## src/rtl/ifu.sv

```systemverilog
// ifu: single-outstanding instruction fetch unit with redirect, halt and misalign detection.
module ifu #(
  parameter int PC_WIDTH = 64,
  parameter logic [PC_WIDTH-1:0] RESET_PC = 64'h0000_0000_8000_0000
) (
  input  logic                clk,
  input  logic                rst_n,
  output logic                imem_req_valid,
  input  logic                imem_req_ready,
  output logic [PC_WIDTH-1:0] imem_req_addr,
  input  logic                imem_resp_valid,
  input  logic [31:0]         imem_resp_data,
  output logic                inst_valid,
  output logic [31:0]         inst,
  output logic [PC_WIDTH-1:0] inst_pc,
  input  logic                inst_ready,
  input  logic                redirect_valid,
  input  logic [PC_WIDTH-1:0] redirect_pc,
  input  logic                halt,
  output logic                halted,
  output logic                misalign_err,
  output logic [63:0]         fetch_cnt
);
  typedef enum logic [1:0] {REQ, WAIT, HOLD, HALTED} state_t;
  state_t state, state_n;
  logic [PC_WIDTH-1:0] pc, pc_n, inst_pc_n;
  logic [31:0] inst_n;
  logic [63:0] cnt_n;
  logic drop, drop_n, halt_pend, halt_pend_n, mis_n;
  logic req_hs, mis, live, redir_ok, stop, drop_eff, pend_eff;
  assign imem_req_valid = rst_n & (state == REQ);
  assign imem_req_addr = pc;
  assign inst_valid = state == HOLD;
  assign halted = state == HALTED;
  assign req_hs = imem_req_valid & imem_req_ready;
  assign mis = redirect_pc[1:0] != 2'b00;
  assign live = state != HALTED;
  assign redir_ok = live & redirect_valid & ~halt & ~mis;
  // halt outranks redirect; a misaligned redirect stops fetch like a halt
  assign stop = halt | (redirect_valid & mis);
  assign drop_eff = drop | halt | redirect_valid;
  assign pend_eff = halt_pend | stop;
  always_comb begin
    state_n = state;
    pc_n = redir_ok ? redirect_pc : pc;
    mis_n = misalign_err | (live & redirect_valid & ~halt & mis);
    drop_n = drop;
    halt_pend_n = halt_pend;
    inst_n = inst;
    inst_pc_n = inst_pc;
    cnt_n = fetch_cnt;
    case (state)
      REQ: begin
        state_n = req_hs ? WAIT : stop ? HALTED : REQ;
        drop_n = req_hs & (halt | redirect_valid);
        halt_pend_n = req_hs & stop;
      end
      WAIT: begin
        drop_n = imem_resp_valid ? 1'b0 : drop_eff;
        halt_pend_n = pend_eff;
        state_n = !imem_resp_valid ? WAIT : !drop_eff ? HOLD : pend_eff ? HALTED : REQ;
        inst_n = (imem_resp_valid && !drop_eff) ? imem_resp_data : inst;
        inst_pc_n = (imem_resp_valid && !drop_eff) ? pc : inst_pc;
      end
      HOLD: begin
        state_n = stop ? HALTED : (redirect_valid || inst_ready) ? REQ : HOLD;
        if (!stop && !redirect_valid && inst_ready) begin
          pc_n = pc + PC_WIDTH'(4);
          cnt_n = fetch_cnt + 64'd1;
        end
      end
      default: state_n = HALTED;
    endcase
  end
  always_ff @(posedge clk or negedge rst_n) begin
    if (!rst_n) begin
      state <= REQ;
      pc <= RESET_PC;
      drop <= 1'b0;
      halt_pend <= 1'b0;
      inst <= 32'h0;
      inst_pc <= '0;
      misalign_err <= 1'b0;
      fetch_cnt <= 64'd0;
    end else begin
      state <= state_n;
      pc <= pc_n;
      drop <= drop_n;
      halt_pend <= halt_pend_n;
      inst <= inst_n;
      inst_pc <= inst_pc_n;
      misalign_err <= mis_n;
      fetch_cnt <= cnt_n;
    end
  end
endmodule

```

## config.mk

```make
export PLATFORM = sky130hd
export DESIGN_NAME = ifu
export DESIGN_NICKNAME = d
export VERILOG_FILES = /design/src/rtl/ifu.sv
export SDC_FILE = /design/constraint.sdc
export NUM_CORES = 1
export LEC_CHECK = 0
export BUFFER_PORTS_ARGS = -buffer_cell sky130_fd_sc_hd__buf_2
export CORE_UTILIZATION = 56
export DETAILED_ROUTE_END_ITERATION = 8
export HOLD_SLACK_MARGIN = 0.06
export PLACE_DENSITY = 0.86
export REMOVE_ABC_BUFFERS = 1
export SLEW_MARGIN = 20
export SYNTH_ARGS = -nofsm -noshare
export SYNTH_HDL_FRONTEND = slang
export SYNTH_SLANG_ARGS = --single-unit
```

## constraint.sdc

```tcl
create_clock -name clk -period 3.45 [get_ports clk]
set_input_delay 0.1725 -clock clk [delete_from_list [all_inputs] [get_ports clk]]
set_output_delay 0.1725 -clock clk [all_outputs]
set_load 0.02 [all_outputs]
```

## After elaboration in Yosys (flattened, before gate mapping)

Cells that the tools add are included.

| storage, ports and cells | value |
|---|---|
| bits in registers | 229 |
| bits in latches | 0 |
| RAM bits | 0 |
| bits in read-only memories | 0 |
| input bits | 103 |
| output and inout bits | 228 |
| word-level logic and storage cells | 57 |
| memories kept | 0 |

| cells by class | value |
|---|---|
| add/sub/neg operators | 2 |
| multiply operators | 0 |
| divide/modulo/power cells | 0 |
| order comparisons | 0 |
| equality and inequality tests | 4 |
| shift-type cells | 0 |
| multiplexer cells | 14 |
| bitwise operators | 17 |
| reductions and logical operators | 12 |

Operators with widths:

| cell | count |
|---|---|
| two-way mux 64 bit | 3 |
| adder 64 x 1 -> 64 bit, second input constant | 1 |
| adder 64 x 3 -> 64 bit, second input constant | 1 |
| two-way mux 2 bit | 7 |
| AND 1 bit | 9 |
| OR 1 bit | 6 |
| case mux 2 bit (3 select lines) | 1 |
| == test 2 bit, second input constant | 2 |
| case mux 1 bit (2 select lines) | 2 |
| AND reduction 2 bit | 2 |
| nonzero test 2 bit | 2 |
| logical AND 1 bit | 3 |
| logical NOT 1 bit | 3 |
| == test 2 x 1 -> 1 bit, second input constant | 1 |
| logical NOT 2 bit | 1 |
| inequality test 2 bit, second input constant | 1 |
| NOT 1 bit | 2 |
| logical OR 1 bit | 1 |
| two-way mux 1 bit | 1 |

## Depth between registers and ports, before layout

| logic depth | value |
|---|---|
| depth after elaboration | 8 |
| mapped depth | 8 |
| mapped depth without buffers | 6 |

## Worst setup path after synthesis

Ideal clock, no wire load.

| path | value |
|---|---|
| path kind | register to register |
| from | reg pc[11] (netlist: imem_req_addr[11]) |
| to | reg pc[39] (netlist: imem_req_addr[39]) |
| setup time | 0.123 ns |
| arrival time | 2.139 ns |
| data required time | 3.327 ns |
| setup slack | 1.188 ns |
| stages on the path, launching flop included | 7 |
| buffers on the path | 1 |
| cell sequence | dfrtp_1 buf_2 nand4_1 or4_1 nor4_1 nand3_1 o221a_2 |

| on the way | value |
|---|---|
| longest elaborated chain between the ends | 3 |

RTL lines:

| what | line | text |
|---|---|---|
| start, declared | 26 | `logic [PC_WIDTH-1:0] pc, pc_n, inst_pc_n;` |
| start signal, assigned | 87 | `pc <= pc_n;` |
| adder 64 x 3 -> 64 bit | 68 | `pc_n = pc + PC_WIDTH'(4);` |
| two-way mux 64 bit | 67 | `if (!stop && !redirect_valid && inst_ready) begin` |
| two-way mux 64 bit | 52 | `case (state)` |
| net pc_n[39] | 26 |  |

The timed path passes the listed nets, and every way through them passes these cells.
A chain may end at the register's enable or synchronous reset.

## Final worst setup path

| path | value |
|---|---|
| from | reg state[0] |
| to | reg fetch_cnt[43] |

| on the way | value |
|---|---|
| longest elaborated chain between the ends | 2 |

RTL lines:

| what | line | text |
|---|---|---|
| start, declared | 25 | `state_t state, state_n;` |
| start signal, assigned | 86 | `state <= state_n;` |
| == test 2 bit | 52 |  |
| AND reduction 2 bit (no line) | n/a |  |
| end signal, assigned | 93 | `fetch_cnt <= cnt_n;` |
| end, declared | 22 | `output logic [63:0] fetch_cnt` |

No other way between the ends.

==> run summary <==
status: completed
die height: 142 um
yosys warns: 0
clock skew: 0.0209 ns
count leader, synth: dfrtp_1
CTS tree: built
minimum period implied by the final worst setup slack: 2.87 ns
slowest stage cell, crit path: or4b_1
Detailed Route WL: 36.7 mm
leading area contributor after synthesis: dfrtp_1
initial antenna violation count: 1
DR WL/cell: 21.1 um
grt met3 use: 7.19%
unrepaired setup endpoints after global routing: no
drt first pass iters: 6
setup tns final: 0 ns
Worst slew margin: 26.7%
Post-Synth Simple-Gate Area: 20.6%
Setup CP Type: flop to flop
largest family of logic cells by synthesized area: simple AND/OR/NAND/NOR gates
CTS Buf Count: 25
Top FF cell, synth: dfrtp_1
Ports: 331
Adder-Cell Fraction of Synth Area: 0.229%
final cycle utilization of the critical path: 83.2%
gp weighted congestion: 0.859
num rows: 50
CP delay by family, top: simple AND/OR/NAND/NOR gates
GRT Overall Usage: 36.6%
Core ar.: 18900 um^2
Synth Area in Compound Gates: 9.04%
Clock Sinks: 229
clock root buffer: clkbuf_16
main area contributors after synthesis: dfrtp_1 52%, mux2_2 9.3%, nand2_1 3.3%
CP Max Fanout: 14
DR vias: 10800
Syn Inst Count: 1029
met1 global-route usage: 44.2%
largest net degree at the start of global routing: 105
Leak: 7.65 nW
post-synth top area share: 52.3%
worst path bufs/invs: 0
Reg-to-Reg Start: state[0]
Via density: 6.22
Peak Freq: 0.348 GHz
mux share of post-synthesis cell area: 9.85%
Final HPWL DP: 22.4 mm
most frequent cells after synthesis: 228 x dfrtp_1, 95 x nand2_1, 90 x mux2_2
Seq/Total Area, Yosys: 52.6%
CP Launch Type: flop
P&R area growth vs syn: 36.2%
Port Buffer Count: 330
Max Slew Vio Count: 0
r2r setup slk: 0.58 ns
Hold Path Depth: 4
drt initial violations: 1014
synthesized area: 10900 um^2
Data arrival, critical path: 3.30 ns
DRC viols: 0
gr busiest metal: met2
htree depth: 1
DRT antenna net count: 0
Synth cell types: 68
die area: 20000 um^2
reg-to-reg endpoint: fetch_cnt[43]
final non-filler cell area: 14900 um^2
PD cells: 438 nW/um^2
Initial Util: 57.7%
Setup-failing EPs final: 0
number of global-route vias before repair: 10800
PostCTS Resize Cnt: 0
async set or reset register ratio after synthesis: 100%
fin util: 78.6%
DIE WIDTH: 142 um
worst path required time: 3.88 ns
syn avg cell area: 10.6 um^2
layout cell share with drive strength beyond 1: 34.4%
XOR/XNOR Fraction of Synth Area: 5.06%
Worst-Margin Slew: 1.10 ns
Worst Hold Path EP: state[1]
first-pass GRT wire length: 57.7 mm
GRT met2 Usage: 62.2%
Worst-Skew Late Latency: 0.53 ns
max cap viols: 0
worst-path cell chain: or4b_1, nor2_4, nand4_1, nor4_1, xor2_1
Bufs on Longest Clock Path: 3
endpoint class of the critical path: flop
FF+latch count, synth: 229
placed cell area: 12900 um^2
clock slew at reported path FFs: 0.06 ns
Worst R2R Path Depth: 5
nets@finish: 1562
number of flops mapped to enable cells by yosys: 0
worst min-delay path category: input pin to flop
Peak supply drop: 477 uV
Hold Violations, Final: 0
GRT Residual Overflow: 0
hold path startpoint: inst_ready
critical path's largest stage delay: 0.85 ns
-- cell families after synthesis --
group | Yosys count
adders and majority gates | 2
muxes | 96
and+or+nand+nor | 429
buffers and inverters | 73
AOI/OAI and AO/OA | 137
DFF | 229
xor gates and xnor gates | 63
-- worst max path at each step --
stage	startpoint	end	slack [ns]	depth (start not counted)
floorplan	state[0]	fetch_cnt[57]	-0.90	5
global route	state[0]	fetch_cnt[57]	0.36	5
finish	state[0]	fetch_cnt[43]	0.58	5
CTS	state[0]	fetch_cnt[43]	0.57	5
detailed placement	state[0]	fetch_cnt[57]	0.57	5
global placement	state[0]	fetch_cnt[37]	0.73	5
-- power by group --
part | internal [W] | switching (W)
registers | 0.00276 | 0.000124
clock network | 0.00195 | 0.00116
logic | 0.000228 | 0.000285
-- state kept, by name (all words and copies together), names as in the netlist --
signal / flops
inst: 32
drop: 1
misalign_err: 1
halt_pend: 1
state: 2
imem_req_addr: 64
fetch_cnt: 64
inst_pc: 64
-- cell usage in the layout, fill, tap and decap left out, types with 23 or more instances in the layout --
cell / synthesis / final
dfrtp_1: 228 / 228
inv_1: 23 / 23
mux2_2: 90 / 90
dlygate4sd3_1: 0 / 101
nor3_1: 46 / 45
xnor2_1: 25 / 25
nor4_1: 29 / 28
o21ai_0: 24 / 24
nor2_1: 85 / 83
nand2_1: 95 / 93
xor2_1: 38 / 38
clkbuf_16: 0 / 25
a21oi_1: 25 / 25
buf_2: 5 / 329
nand4_1: 48 / 48
nand3_1: 48 / 48
-- metal layers --
layer  up-vias  share of wire (%)
met1      5198                 36
li1       4661                  -
met2       772                 49
met4         0                5.4
met3       180                9.3
met5         -                  0
-- worst reg2reg max path, stage by stage (launching register included) --
cell and delay (ns):
dfrtp_1 0.52, or4b_1 0.85, nor2_4 0.20, nand4_1 0.48
nor4_1 0.54, xor2_1 0.20
-- stage by stage --
stage	power (W)	hold slack, ns	cells	setup slack, ns
finish	0.00650	0.106	1738	0.578
global route	0.00667	0.151	1737	0.357
CTS	0.00649	0.0705	1736	0.569
detailed placement	0.00332	0.289	1589	0.574
global placement	0.00331	0.281	1589	0.735
floorplan	0.00307	-0.123	979	-0.896
-- cell type report --
type	instances	area, um^2
Fill cell	1157	4040
Inverter	23	86.3
Sequential cell	229	5730
Multi-Input combinational cell	727	4910
Timing Repair Buffer	451	2840
Clock inverter	14	265
Tap cell	260	325
Antenna cell	2	5.00
Clock buffer	32	692
-- timing repair --
item,CTS,global route
hold endpoints to repair,196,0
hold buffers,101,0
setup buffers,0,0
Power figures use the tool's default switching activity.
